===== config.mk =====
export PLATFORM = sky130hd
export DESIGN_NAME = wave_measure_sequencer
export DESIGN_NICKNAME = d
export VERILOG_FILES = /design/src/rtl/wave_pkg.sv /design/src/rtl/wave_settle_detect.sv /design/src/rtl/wave_measure_sequencer.sv
export SDC_FILE = /design/constraint.sdc
export NUM_CORES = 1
export LEC_CHECK = 0
export ABC_AREA = 0
export BUFFER_PORTS_ARGS = -buffer_cell sky130_fd_sc_hd__buf_2
export CORE_MARGIN = 2
export CORE_UTILIZATION = 30
export CTS_BUF_LIST = sky130_fd_sc_hd__clkbuf_4 sky130_fd_sc_hd__clkbuf_8
export CTS_CLUSTER_DIAMETER = 40
export CTS_CLUSTER_SIZE = 8
export DETAILED_ROUTE_END_ITERATION = 8
export GPL_TIMING_DRIVEN = 0
export PLACE_DENSITY = 0.52
export SKIP_CTS_REPAIR_TIMING = 1
export SLEW_MARGIN = 20
export SYNTH_ARGS = -nofsm -noshare
export SYNTH_HDL_FRONTEND = slang
export SYNTH_SLANG_ARGS = --single-unit

===== constraint.sdc =====
create_clock -name clk -period 2.2 [get_ports clk]
set_input_delay 0.55 -clock clk [delete_from_list [all_inputs] [get_ports clk]]
set_output_delay 0.55 -clock clk [all_outputs]
set_load 0.01 [all_outputs]

===== src/rtl/wave_pkg.sv =====
// Shared types and constants for the wave measurement sequencer and its
// settle detector.
package wave_pkg;

    // Sequencer states.
    typedef enum logic [1:0] {
        IDLE    = 2'd0,
        CLEAR   = 2'd1,
        MEASURE = 2'd2,
        REPORT  = 2'd3
    } seq_state_t;

    localparam int FREQ_W = 22;
    localparam int AMP_W  = 12;

    localparam logic CH_LEFT  = 1'b0;
    localparam logic CH_RIGHT = 1'b1;

    // A sample only counts toward settling if it repeats the previous one
    // and is nonzero; a zero period count means no crossing seen yet.
    function automatic logic freq_unchanged(
        input logic [FREQ_W-1:0] cur,
        input logic [FREQ_W-1:0] prev
    );
        return (cur == prev) && (cur != {FREQ_W{1'b0}});
    endfunction

endpackage


===== src/rtl/wave_settle_detect.sv =====
// Watches the analyzer frequency count and flags when it has held the same
// nonzero value for STABLE_CYCLES consecutive comparisons.
module wave_settle_detect
    import wave_pkg::*;
#(
    parameter int STABLE_CYCLES = 1024
)
(
    input  logic              clk,
    input  logic              reset,
    input  logic              clear,
    input  logic [FREQ_W-1:0] sample,
    output logic              done
);

    localparam int               CNT_W    = $clog2(STABLE_CYCLES + 1);
    localparam logic [CNT_W-1:0] CNT_MAX  = {CNT_W{1'b1}};
    localparam logic [CNT_W-1:0] DONE_CNT = CNT_W'(STABLE_CYCLES - 1);

    logic [FREQ_W-1:0] prev_freq_r;
    logic [CNT_W-1:0]  stable_cnt_r;
    logic              match_s;

    // Compare the current sample against the one seen last cycle.
    always_comb begin
        match_s = freq_unchanged(sample, prev_freq_r);
    end

    // Done fires on the comparison that completes the required run.
    always_comb begin
        done = match_s && (stable_cnt_r == DONE_CNT);
    end

    // History register and saturating run-length counter; cleared while
    // the sequencer is not measuring so each window starts from zero.
    always_ff @(posedge clk) begin
        if (reset) begin
            prev_freq_r  <= {FREQ_W{1'b0}};
            stable_cnt_r <= {CNT_W{1'b0}};
        end else if (clear) begin
            prev_freq_r  <= {FREQ_W{1'b0}};
            stable_cnt_r <= {CNT_W{1'b0}};
        end else begin
            prev_freq_r <= sample;
            if (match_s) begin
                if (stable_cnt_r != CNT_MAX) begin
                    stable_cnt_r <= stable_cnt_r + CNT_W'(1);
                end else begin
                    stable_cnt_r <= stable_cnt_r;
                end
            end else begin
                stable_cnt_r <= {CNT_W{1'b0}};
            end
        end
    end

endmodule


===== src/rtl/wave_measure_sequencer.sv =====
// Sequences the wave analyzer through clear / measure / report windows and
// offers each latched frequency/amplitude result on a valid/ready handshake.
module wave_measure_sequencer
    import wave_pkg::*;
#(
    parameter int CLR_CYCLES    = 2,
    parameter int STABLE_CYCLES = 1024,
    parameter int WINDOW_CYCLES = 2000000,
    parameter bit ALTERNATE     = 1'b1
)
(
    input  logic              clk,
    input  logic              reset,
    input  logic              start,
    input  logic              continuous,
    input  logic [FREQ_W-1:0] ana_freq,
    input  logic [AMP_W-1:0]  ana_amp,
    output logic              ana_clr,
    output logic              ch_sel,
    output logic              busy,
    output logic              res_valid,
    input  logic              res_ready,
    output logic [FREQ_W-1:0] res_freq,
    output logic [AMP_W-1:0]  res_amp,
    output logic              res_ch,
    output logic              res_timeout
);

    localparam int                CLR_W    = (CLR_CYCLES > 1) ? $clog2(CLR_CYCLES) : 1;
    localparam logic [CLR_W-1:0]  CLR_LAST = CLR_W'(CLR_CYCLES - 1);
    localparam logic [FREQ_W-1:0] WIN_LAST = FREQ_W'(WINDOW_CYCLES - 1);

    seq_state_t        state_r;
    seq_state_t        next_state_s;
    logic [CLR_W-1:0]  clr_cnt_r;
    logic [FREQ_W-1:0] win_cnt_r;
    logic              done_s;
    logic              timeout_s;
    logic              finish_s;
    logic              handshake_s;
    logic              settle_clear_s;

    // The settle detector only accumulates history while measuring.
    always_comb begin
        settle_clear_s = (state_r != MEASURE);
    end

    wave_settle_detect #(
        .STABLE_CYCLES (STABLE_CYCLES)
    ) u_settle (
        .clk    (clk),
        .reset  (reset),
        .clear  (settle_clear_s),
        .sample (ana_freq),
        .done   (done_s)
    );

    // Next-state logic plus the per-state qualifiers used by the datapath.
    always_comb begin
        next_state_s = state_r;
        timeout_s    = 1'b0;
        finish_s     = 1'b0;
        handshake_s  = 1'b0;
        case (state_r)
            IDLE: begin
                if (start || continuous) begin
                    next_state_s = CLEAR;
                end else begin
                    next_state_s = IDLE;
                end
            end
            CLEAR: begin
                if (clr_cnt_r == CLR_LAST) begin
                    next_state_s = MEASURE;
                end else begin
                    next_state_s = CLEAR;
                end
            end
            MEASURE: begin
                timeout_s = (win_cnt_r == WIN_LAST);
                finish_s  = done_s || timeout_s;
                if (finish_s) begin
                    next_state_s = REPORT;
                end else begin
                    next_state_s = MEASURE;
                end
            end
            REPORT: begin
                handshake_s = res_valid && res_ready;
                if (handshake_s) begin
                    if (continuous) begin
                        next_state_s = CLEAR;
                    end else begin
                        next_state_s = IDLE;
                    end
                end else begin
                    next_state_s = REPORT;
                end
            end
            default: begin
                next_state_s = IDLE;
            end
        endcase
    end

    // State register and the clear / window counters, which restart from
    // zero on every entry into their state.
    always_ff @(posedge clk) begin
        if (reset) begin
            state_r   <= IDLE;
            clr_cnt_r <= {CLR_W{1'b0}};
            win_cnt_r <= {FREQ_W{1'b0}};
        end else begin
            state_r <= next_state_s;
            if ((state_r == CLEAR) && (next_state_s == CLEAR)) begin
                clr_cnt_r <= clr_cnt_r + CLR_W'(1);
            end else begin
                clr_cnt_r <= {CLR_W{1'b0}};
            end
            if ((state_r == MEASURE) && (next_state_s == MEASURE)) begin
                win_cnt_r <= win_cnt_r + FREQ_W'(1);
            end else begin
                win_cnt_r <= {FREQ_W{1'b0}};
            end
        end
    end

    // Registered control outputs, decoded from the state being entered so
    // they line up with the state itself.
    always_ff @(posedge clk) begin
        if (reset) begin
            ana_clr   <= 1'b0;
            busy      <= 1'b0;
            res_valid <= 1'b0;
            ch_sel    <= CH_LEFT;
        end else begin
            ana_clr   <= (next_state_s == CLEAR);
            busy      <= (next_state_s != IDLE);
            res_valid <= (next_state_s == REPORT);
            if (handshake_s && ALTERNATE) begin
                ch_sel <= ~ch_sel;
            end else begin
                ch_sel <= ch_sel;
            end
        end
    end

    // Result register: captured once at the end of a window and held
    // (including through IDLE) until the next window finishes.
    always_ff @(posedge clk) begin
        if (reset) begin
            res_freq    <= {FREQ_W{1'b0}};
            res_amp     <= {AMP_W{1'b0}};
            res_ch      <= CH_LEFT;
            res_timeout <= 1'b0;
        end else if (finish_s) begin
            res_freq    <= ana_freq;
            res_amp     <= ana_amp;
            res_ch      <= ch_sel;
            res_timeout <= timeout_s && !done_s;
        end else begin
            res_freq    <= res_freq;
            res_amp     <= res_amp;
            res_ch      <= res_ch;
            res_timeout <= res_timeout;
        end
    end

endmodule


# Word-level counts from Yosys, hierarchy flattened
# Cells that the tools add are included.
# totals
mem_bits_ro	0
memories	0
ram_bits	0
latch_bits	0
register_bits	98
# classes
n_mul	0
addsub	3
reduce_logical	16
bitwise_logic	4
div	0
shift	0
n_lt_le_gt_ge	0
n_eq_ne	11
n_mux	9
# op_table
cell	n
22-bit by 1-bit adder with 22-bit output (second input constant)	1
22-bit by 21-bit == test with 1-bit output (second input constant)	1
22-bit == test	1
22-bit nonzero test	1
11-bit by 1-bit adder with 11-bit output (second input constant)	1
11-bit by 10-bit == test with 1-bit output (second input constant)	1
11-bit != test (second input constant)	1
2-bit == test (second input constant)	4
2-bit case mux with 4 select lines	1
1-bit logical AND	6
1-bit 2-to-1 mux	6
2-bit OR reduction	3
2-bit by 1-bit == test with 1-bit output (second input constant)	2
2-bit 2-to-1 mux	2
1-bit NOT	4
3-bit OR reduction	1
2-bit logical NOT	1
1-bit logical OR	2
2-bit != test (second input constant)	1
2-bit nonzero test	1
1-bit adder (second input constant)	1
1-bit logical NOT	1

# Logic depth before layout (Yosys ltp)
# Gate-level depths: netlist of the first run.
# logic_depth
depth_word	10
ltp_mapped	8
depth_no_buf	6

# By module
# A second synthesis of the first run with hierarchy kept.
# unflattened
cells_unflattened	442
area_unflattened_um2	4200.3
# modules_own_cells
mod	area_per_inst_um2	n_inst	cells_per_inst	seq_area_each_um2
wave_measure_sequencer	2696.3	1	294	1301.2
wave_settle_detect	1503.9	1	148	660.6

# Worst setup path before layout of the first run
# OpenSTA, ideal clock, no wires.
# synth_timing
path_kind	input port to flip-flop
start	in ana_freq[14]
end	reg win_cnt_r[12]
path_slack_ns	0.212
n_path_buf	1
arrival_time_ns	1.852
cell_stages	6
cell_sequence	xor2_1 nor4_1 o211ai_2 nor4_4 buf_4 nor4_1
# synth_via
elab_chain_len	10
elab_cells_between_ends	11
cone_classes	eq/ne: 2; mux: 2; bitwise: 1; reduce/logical: 6
# synth_rtl
element	line	source
from (decl)	wave_measure_sequencer.sv:16	input logic [FREQ_W-1:0] ana_freq,
22-bit == test or 22-bit nonzero test (tied branches)	wave_pkg.sv:25	return (cur == prev) && (cur != {FREQ_W{1'b0}});
1-bit logical AND *	wave_pkg.sv:25	
1-bit logical AND *	wave_settle_detect.sv:31	done = match_s && (stable_cnt_r == DONE_CNT);
1-bit logical OR *	wave_measure_sequencer.sv:81	finish_s = done_s || timeout_s;
1-bit 2-to-1 mux *	wave_measure_sequencer.sv:82	if (finish_s) begin
2-bit case mux with 4 select lines *	wave_measure_sequencer.sv:64	case (state_r)
2-bit == test *	wave_measure_sequencer.sv:120	if ((state_r == MEASURE) && (next_state_s == MEASURE)) begin
1-bit logical AND *	wave_measure_sequencer.sv:120	
1-bit NOT (no source line) *	n/a	
2-bit OR reduction (no source line) *	n/a	
to (signal assigned)	wave_measure_sequencer.sv:112	win_cnt_r <= {FREQ_W{1'b0}};
to (signal assigned)	wave_measure_sequencer.sv:121	win_cnt_r <= win_cnt_r + FREQ_W'(1);
to (signal assigned)	wave_measure_sequencer.sv:123	win_cnt_r <= {FREQ_W{1'b0}};
to (decl)	wave_measure_sequencer.sv:36	logic [FREQ_W-1:0] win_cnt_r;
# Every way passes the cells marked *; elsewhere a longest branch is shown, timed or not.
# A chain may end at the register's enable or synchronous reset.

# Final worst setup path of the first run
# layout_timing
start	in ana_freq[12]
end	reg win_cnt_r[13]
# The elaborated chain is that of the path after synthesis.

==> results of run 1 <==
==> registers in the layout (all words and copies together) (netlist names) <==
| register | flops |
|---|---|
| res_freq | 22 |
| u_settle.prev_freq_r | 22 |
| ana_clr | 1 |
| state_r | 2 |
| clr_cnt_r | 1 |
| res_valid | 1 |
| res_timeout | 1 |
| u_settle.stable_cnt_r | 11 |
| ch_sel | 1 |
| res_amp | 12 |
| busy | 1 |
| win_cnt_r | 22 |
| res_ch | 1 |
==> cell type report <==
class                           instances  area share [%]
Clock inverter                          5           0.877
Sequential cell                        98            32.0
Buffer                                 58            4.24
Multi-Input combinational cell        467            48.3
Timing Repair Buffer                   85            7.26
Tap cell                              225            4.59
Clock buffer                           10            2.24
Inverter                                7           0.428
==> worst reg2reg max path, cell delays in order (launching register included) <==
cell	delay, ns
dfxtp_1	0.36
nor4b_1	0.28
and4_1	0.24
buf_2	0.22
clkbuf_1	0.41
a21oi_1	0.17
a32oi_1	0.19
nand3_1	0.11
==> power breakdown <==
group,switching [µW],internal [µW]
Combinational,163,81.2
Sequential,11.5,1790
Clock,656,550
Total,831,2420
==> layer usage <==
metal | routed length, µm | track usage, %
met2 | 7560 | 28.8
met5 | 0 | 0
met4 | 271 | 7.06
met3 | 853 | 2.17
met1 | 7450 | 23.2
==> worst max-delay path by stage <==
stage                            start             to  cells after the start  slack [ns]
final                     ana_freq[12]  win_cnt_r[13]                      7        0.09
after global routing      win_cnt_r[0]    res_timeout                      9       -0.05
after floorplan           ana_freq[14]  win_cnt_r[12]                      6        0.21
after global placement     ana_freq[1]   res_freq[20]                      7       -0.57
after detailed placement   ana_freq[1]    res_freq[3]                      7       -0.60
after CTS                 win_cnt_r[0]   res_freq[12]                      7       -0.25
==> cells by family after synthesis <==
group	count (synthesis)	share of synthesized area [%]
buffers and inverters	66	5.38
adders and majority gates	2	0.482
DFF	98	37.8
muxes	1	0.193
and+or+nand+nor	289	32.2
AOI/OAI and AO/OA	123	15.2
xor gates and xnor gates	52	8.78
==> through the flow <==
step	hold slack (ns)	setup WS, ns	std cells	setup TNS, ns
global placement	0.415	-0.573	933	-26.77
detailed placement	0.420	-0.598	933	-29.53
CTS	0.428	-0.249	948	-9.76
global route	0.445	-0.0477	955	-0.160
floorplan	0.402	0.212	631	0
finish	0.434	0.0943	955	0
==> cells in the mapped netlist, drive strengths merged <==
| library cell | number | area (µm²) |
|---|---|---|
| a21o | 1 | 7.51 |
| a21oi | 41 | 205 |
| a32oi | 35 | 307 |
| and2 | 3 | 18.8 |
| and3 | 29 | 181 |
| and4 | 3 | 26.3 |
| buf | 12 | 76.3 |
| clkbuf | 47 | 176 |
| clkinv | 1 | 3.75 |
| dfxtp | 98 | 1960 |
| ha | 2 | 25.0 |
| inv | 6 | 22.5 |
| mux2i | 1 | 10.0 |
| nand2 | 52 | 195 |
| nand2b | 1 | 6.26 |
| nand3 | 79 | 400 |
| nand4 | 12 | 75.1 |
| nor2 | 19 | 71.3 |
| nor2b | 1 | 8.76 |
| nor3 | 6 | 40.0 |
| nor3b | 35 | 263 |
| nor4 | 40 | 309 |
| nor4b | 4 | 35.0 |
| nor4bb | 1 | 10.0 |
| o211a | 2 | 20.0 |
| o211ai | 3 | 27.5 |
| o21a | 3 | 23.8 |
| o21ai | 36 | 180 |
| o311ai | 1 | 8.76 |
| o41ai | 1 | 8.76 |
| or3 | 2 | 12.5 |
| or4 | 2 | 15.0 |
| xnor2 | 17 | 149 |
| xor2 | 35 | 307 |
==> results.cfg, run 1 <==
[layout]
final_cell_mix = dfxtp_1, buf_2, nand3_1
final_nets = 767
post-route-util_pct = 35.8
area_growth_pct = 18.3
multi_input_area_um2 = 2970
fin_area_um2 = 6140
regArea_um2 = 1960
fillers = 1809
antenna_cells = 0
drive_above_1_share_pct = 18.8
final_common_cell = dfxtp_1

[worst_setup_path]
ff2ff_path_depth = 7
reg2reg_to = res_freq[16]
critical_path_buf_inv_count = 2
crit_type = in2reg
worstPathCellList = buf_2 > xor2_1 > nor4_2 > nand4_1 > nor4_4 > buf_4 > nor4_1
slowest_stage = nor4_2
end_kind = register
crit_arrival_ns = 2.34
critPathMaxStageDelay_ns = 0.45
rrSetupSlack_ns = 0.09
worstPathMaxFanout = 10
critPathTopFamily = simple AND/OR/NAND/NOR gates
cp.required_ns = 2.44
startpoint_type = input port
r2r-start = win_cnt_r[7]

[route]
vias = 5201
drt-initial-drc-count = 350
antenna_left = 0
drt_wl_total_um = 16100
drc = 0
routedWlPerCell_um = 16.9
dr.pass1.iters = 5
via_per_inst = 5.45

[logic_synthesis]
yosysWarnings = 0
yosysUniqueCellTypes = 43
ys_seq_area_share_pct = 37.8
syn-num-nets = 672
ys_seq_elements = 98
synth_cells = 631
synth_area_per_cell_um2 = 8.22
synth_area_um2 = 5190

[cts]
cts_inserted_buffers = 9
clkSlewWorstSetupHoldPaths_ns = 0.09
cts_root_buf = clkbuf_8
clock-sinks = 98
clk_path_buf_depth = 2
htreeDepth = 3
clock_latency_ns = 0.38
tritoncts = done

[die]
core_um2 = 17100
die_area_um2 = 18400
pin_count = 79
initial_core_util_pct = 30.3
die_y_um = 135
row_count = 48
die_w_um = 135

[sta]
fin_skew_ns = 0.00899
relSlewSlack_pct = 62.0
drv_slew = 0
tightest_slew_ns = 0.569
hold_viol = 0
grt_setup_unrepaired = yes
finalCriticalPeriod_ns = 2.11
fin_crit_sh_pct = 95.7
max_freq_mhz = 475
setup_violations = 0

[power_and_ir_drop]
p_leak_uw = 0.00239
power_density_nw_per_um2 = 530
max-vdd-ir-drop_mv = 0.352
total_power_uw = 3250

[hold_path]
hp-start = clr_cnt_r
min_to = clr_cnt_r
timing.hold.worst.class = reg2reg
min_path_cells = 1

[global_route]
grt_pass1_vias = 4996
track_usage_pct = 17.5
grt_max_degree = 16
grt_overflow = 0
grt_pass1_wl_um = 25500
antenna_found_initial = 0

[placement]
place_hpwl_um = 11900
place.gp.congestion = 0.838
io_buffers = 77
post_dp_cell_area_um2 = 5850

[outcome]
status = finished clean

[run]
maxCapViolCount = 0
Note: power is estimated with default switching activity, not from simulation.
==> run 2, diff against run 1 <==
- CORE_ASPECT_RATIO: not set -> 0.8
- GPL_TIMING_DRIVEN: 0 -> not set
==> run 2 against run 1 <==
Net effect:
- register-to-register slack improved by 0.11 ns
- routed wire length fell by 0.49%
- global-route usage rose by 0.15 points
- count of clock-buffer cells in the layout did not move
- sequential share of layout area fell by 0.22 points
- die area barely moved
- critical path depth fell by 2
- via count fell by 0.77%
- largest cell class unchanged
- highest routed layer unchanged
==> results.cfg, run 2 (synthesis gave the netlist of run 1 again) <==
[global_route]
grt_pass1_vias = 4973
track_usage_pct = 17.6
grt_overflow = 0
grt_max_degree = 68
antenna_found_initial = 0
grt_pass1_wl_um = 25400

[die]
row_count = 42
die_w_um = 151
core_um2 = 16700
die_y_um = 122
die_area_um2 = 18400
pin_count = 79
initial_core_util_pct = 31.0

[placement]
place_hpwl_um = 10400
io_buffers = 78
placed_cells = 909
post_dp_cell_area_um2 = 5970
place.gp.congestion = 0.778

[worst_setup_path]
end_kind = register
worstPathMaxFanout = 11
startpoint_type = register
crit_arrival_ns = 2.30
crit_type = reg2reg
cp.required_ns = 2.51

[layout]
final_common_cell = dfxtp_1
antenna_cells = 0
regArea_um2 = 1960
fin_area_um2 = 6170
drive_above_1_share_pct = 21.2
final_cell_mix = dfxtp_1, nand3_1, buf_2
reg_top3 = res_freq: 22 flops, u_settle.prev_freq_r: 22 flops, win_cnt_r: 22 flops
fillers = 1725
multi_input_area_um2 = 2950
area_growth_pct = 19.0
final_nets = 743
instances_no_fill = 927
post-route-util_pct = 36.9

[power_and_ir_drop]
power_density_nw_per_um2 = 517
p_leak_uw = 0.00244
max-vdd-ir-drop_mv = 0.236

[sta]
finalCriticalPeriod_ns = 1.99
relSlewSlack_pct = 64.4
hold_viol = 0
fin_crit_sh_pct = 90.6
setup_violations = 0
grt_setup_unrepaired = no
drv_slew = 0
fin_skew_ns = 0.0186
setup_tns_ns = 0
max_freq_mhz = 502
tightest_slew_ns = 0.534

[route]
via_per_inst = 5.57
drc = 0
dr.pass1.iters = 5
routedWlPerCell_um = 17.3
drt-initial-drc-count = 381
drt_wl_total_um = 16100
antenna_left = 0
vias = 5161

[cts]
tritoncts = done
htreeDepth = 3
clk_path_buf_depth = 2
cts_root_buf = clkbuf_8
clock_latency_ns = 0.39
clkSlewWorstSetupHoldPaths_ns = 0.11
cts_inserted_buffers = 9
clock-sinks = 98

[hold_path]
timing.hold.worst.class = in2reg

[outcome]
status = finished clean

[run]
maxCapViolCount = 0
[run 2: changes by cell type in the layout (fill, tap and decap cells not counted), sizes merged]
cell	before	now
buf	96	119
bufinv	1	0
clkinvlp	0	1
clkbuf	57	10
inv	7	8
[run 2: through the flow]
step / total power (µW) / hold WS, ns / worst slack [ns]
2_1_floorplan: 1960 / 0.402 / 0.212
3_3_place_gp: 2100 / 0.415 / -0.229
3_5_place_dp: 2100 / 0.414 / -0.168
4_1_cts: 3230 / 0.400 / 0.112
5_1_grt: 3320 / 0.398 / 0.0317
6_report: 3190 / 0.422 / 0.207
[run 2: report_power, final]
group / internal, µW / total [µW] / switching (µW)
sequential: 1790 / 1800 / 10.2
combinational: 103 / 266 / 163
clock: 443 / 1130 / 683
total: 2330 / 3190 / 856
[run 2: final timing paths]
kind | startpoint | endpoint | slack [ns] | depth (start not counted)
worst max-delay path | u_settle.prev_freq_r[12] | u_settle.stable_cnt_r[9] | 0.21 | 5
worst min-delay path | ana_amp[10] | res_amp[10] | 0.42 | 3
worst min register to register | clr_cnt_r | clr_cnt_r | 0.43 | 1
worst max register to register | u_settle.prev_freq_r[12] | u_settle.stable_cnt_r[9] | 0.21 | 5
[run 2: per-layer routing]
layer | vias up | track usage [%] | part of all wire [%]
li1 | 2479 | - | -
met1 | 2493 | 23.7 | 46
met2 | 180 | 28.2 | 46
met3 | 9 | 4.46 | 7.1
met4 | 0 | 4.73 | 0.85
met5 | - | 0 | 0
[run 2: area by class of cell]
cell class / count / share of cell area (%)
repair buffers: 119 / 12.6
inverters: 7 / 0.426
clock buffers: 10 / 2.23
clock inverters: 6 / 0.649
multi-input cells: 467 / 47.9
flip-flops and latches: 98 / 31.8
well taps: 220 / 4.46
[run 2: worst max-delay path: stages, from the launching register on]
cell and delay (ns):
dfxtp_1 0.32, xor2_1 0.14, nor4_2 0.43, nand4_1 0.23, or3_1 0.58, a21oi_1 0.20
==> run 3, diff against run 2 <==
- ABC_AREA: 0 -> 1
==> run 3 against run 2 <==
Net effect:
- sequential cell count stayed put
- non-clock buffer count is 30 lower
- global-route usage is 3.9 points lower
- critical path type unchanged
- synthesized area is 13% lower
- sequential share of layout area is 5.1 points higher
- clock power is 9% higher
- sequential power hardly changed
- setup slack better by 0.095 ns
==> results.cfg, run 3 <==
[logic_synthesis]
yosys.cell_count.top_type = nor2_1
ys_seq_elements = 98
yosysUniqueCellTypes = 37
synth_flop_cell = dfxtp_1
async_flop_share_pct = 0
ys_top_cells_by_count = nor2_1, dfxtp_1, nand2_1
synth_area_per_cell_um2 = 7.46
ys_top_cells_by_area = dfxtp_1, nor2_1, nand2_1, inv_1, a21oi_1
yosysWarnings = 0
syn-num-nets = 643
synth_area_um2 = 4490
yosys.area.top_type = dfxtp_1
synth_edf_count = 0
netlist.area_leader.share_pct = 43.7
ys_seq_area_share_pct = 43.7
synth_cells = 602

[sta]
fin_crit_sh_pct = 86.3
relSlewSlack_pct = 52.1
hold_viol = 0
fin_skew_ns = 0.0124
max_freq_mhz = 527
setup_tns_ns = 0
finalCriticalPeriod_ns = 1.90
setup_violations = 0
grt_setup_unrepaired = no
drv_slew = 0
tightest_slew_ns = 0.717

[route]
via_per_inst = 4.51
route.met2.wl_um = 4410
dr.max_layer_used = met4
dr.pass1.iters = 4
drc = 0
m1WireLength_um = 5520
routedWlPerCell_um = 12.2
vias = 3927
antenna_left = 0
drt-initial-drc-count = 192
routed-wl-met3_um = 605
drt_wl_total_um = 10700

[cts]
htreeDepth = 3
tritoncts = done
clk_path_buf_depth = 2
cts_root_buf = clkbuf_8
clock_latency_ns = 0.38
clkSlewWorstSetupHoldPaths_ns = 0.10
cts_inserted_buffers = 9
clock-sinks = 98

[layout]
fin_area_um2 = 5320
fillers = 1531
final_nets = 723
reg_top3 = res_freq: 22 flops, u_settle.prev_freq_r: 22 flops, win_cnt_r: 22 flops
post-route-util_pct = 36.8
regArea_um2 = 1960
area_growth_pct = 18.5
final_common_cell = nor2_1
final_cell_mix = nor2_1, dfxtp_1, nand2_1
multi_input_area_um2 = 2110
drive_above_1_share_pct = 21.7
antenna_cells = 0

[power_and_ir_drop]
power_density_nw_per_um2 = 603
power.internal_uw = 2400
total_power_uw = 3210
pwr-share-clk_pct = 38.3
max-vdd-ir-drop_mv = 0.356
seq_power_share_pct = 56.0
switching_share_pct = 25.1
p_leak_uw = 0.00230
combinationalPowerShare_pct = 5.8
switching_power_uw = 806

[die]
die_w_um = 141
pin_count = 79
row_count = 39
die_y_um = 113
die_area_um2 = 16000
initial_core_util_pct = 31.1
core_um2 = 14400

[placement]
place.gp.congestion = 0.826
place_hpwl_um = 8100
post_dp_cell_area_um2 = 5110
io_buffers = 78

[worst_setup_path]
worstPathCellList = ha_1 > nand2_1 > nor2_2 > nand2_2 > nor3_2 > nand4_2 > nand3_2 > nand2_1 > nand2_2 > buf_12 > nor2_1
worstPathMaxFanout = 22
critPathTopFamily = simple AND/OR/NAND/NOR gates
crit_type = reg2reg
reg2reg_to = win_cnt_r[7]
end_kind = register
critical_path_buf_inv_count = 1
r2r-start = win_cnt_r[0]
critPathMaxStageDelay_ns = 0.36
slowest_stage = dfxtp_1
crit_arrival_ns = 2.17
cp.required_ns = 2.47
rrSetupSlack_ns = 0.30
ff2ff_path_depth = 11
startpoint_type = register

[hold_path]
timing.hold.worst.class = in2reg
min_path_cells = 3
min_to = res_amp[8]
hp-start = ana_amp[8]

[global_route]
grt_pass1_wl_um = 17700
grt_max_degree = 26
track_usage_pct = 13.7
grt_overflow = 0
grt_pass1_vias = 3784
antenna_found_initial = 0

[run]
maxCapViolCount = 0

[outcome]
status = finished clean
-- run 3: cell count changes in the layout (fill, tap and decap cells not counted), sizes merged, moves of 4 or more --
cell	change
nand3	-57
nand2	+50
inv	+61
xor2	-17
nor2	+118
nor3	+4
nor4b	-4
buf	-30
a32oi	-35
nor3b	-34
and3	-29
nor4	-33
-- run 3: logic make-up (layout without fill, tap and decap cells) --
group / after synthesis / after routing / share of synthesized area, %
flops: 98 / 98 / 43.7
fa+ha+maj: 2 / 2 / 0.557
compound gates: 84 / 84 / 10.3
xor+xnor: 34 / 34 / 6.63
simple gates: 293 / 293 / 29.6
buf+inv: 91 / 176 / 9.25
-- run 3: cell type report --
cell class,count,share of cell area (%)
Clock buffer,9,2.33
Multi-Input combinational cell,413,39.7
Clock inverter,7,1.67
Timing Repair Buffer,89,10.1
Sequential cell,98,36.9
Tap cell,184,4.33
Inverter,71,5.01
-- run 3: stage by stage --
step,instances,setup WS (ns),hold slack (ns)
4_1_cts,871,0.282,0.378
3_5_place_dp,855,0.0666,0.421
5_1_grt,871,0.141,0.385
2_1_floorplan,602,0.473,0.396
3_3_place_gp,855,0.104,0.409
6_report,871,0.302,0.394
-- run 3: power by group through the flow --
| stage | clock [µW] | sequential (µW) | combinational, µW |
|---|---|---|---|
| CTS | 1280 | 1800 | 186 |
| global route | 1350 | 1800 | 211 |
| detailed placement | 0 | 1840 | 185 |
| finish | 1230 | 1800 | 185 |
| floorplan | 0 | 1840 | 92.8 |
| global placement | 0 | 1840 | 184 |
-- run 3: worst max path at each step --
| stage | startpoint | slack [ns] | depth (start not counted) | endpoint |
|---|---|---|---|---|
| 3_3_place_gp | ana_freq[12] | 0.10 | 12 | win_cnt_r[19] |
| 6_report | win_cnt_r[0] | 0.30 | 11 | win_cnt_r[7] |
| 2_1_floorplan | ana_freq[10] | 0.47 | 9 | res_amp[3] |
| 5_1_grt | win_cnt_r[0] | 0.14 | 11 | win_cnt_r[13] |
| 3_5_place_dp | ana_freq[12] | 0.07 | 12 | win_cnt_r[6] |
| 4_1_cts | win_cnt_r[0] | 0.28 | 11 | win_cnt_r[7] |
-- run 3: worst min-delay path: cells and delay by family --
family / cells / cell delay (ns)
compound gates: 1 / 0.03
buf+inv: 1 / 0.08
simple gates: 1 / 0.08
-- run 3: routing by layer --
layer	up-vias	global-route usage (%)
met3	12	3.36
li1	2053	-
met4	0	4.40
met5	-	0
met1	1760	19.3
met2	102	20.6
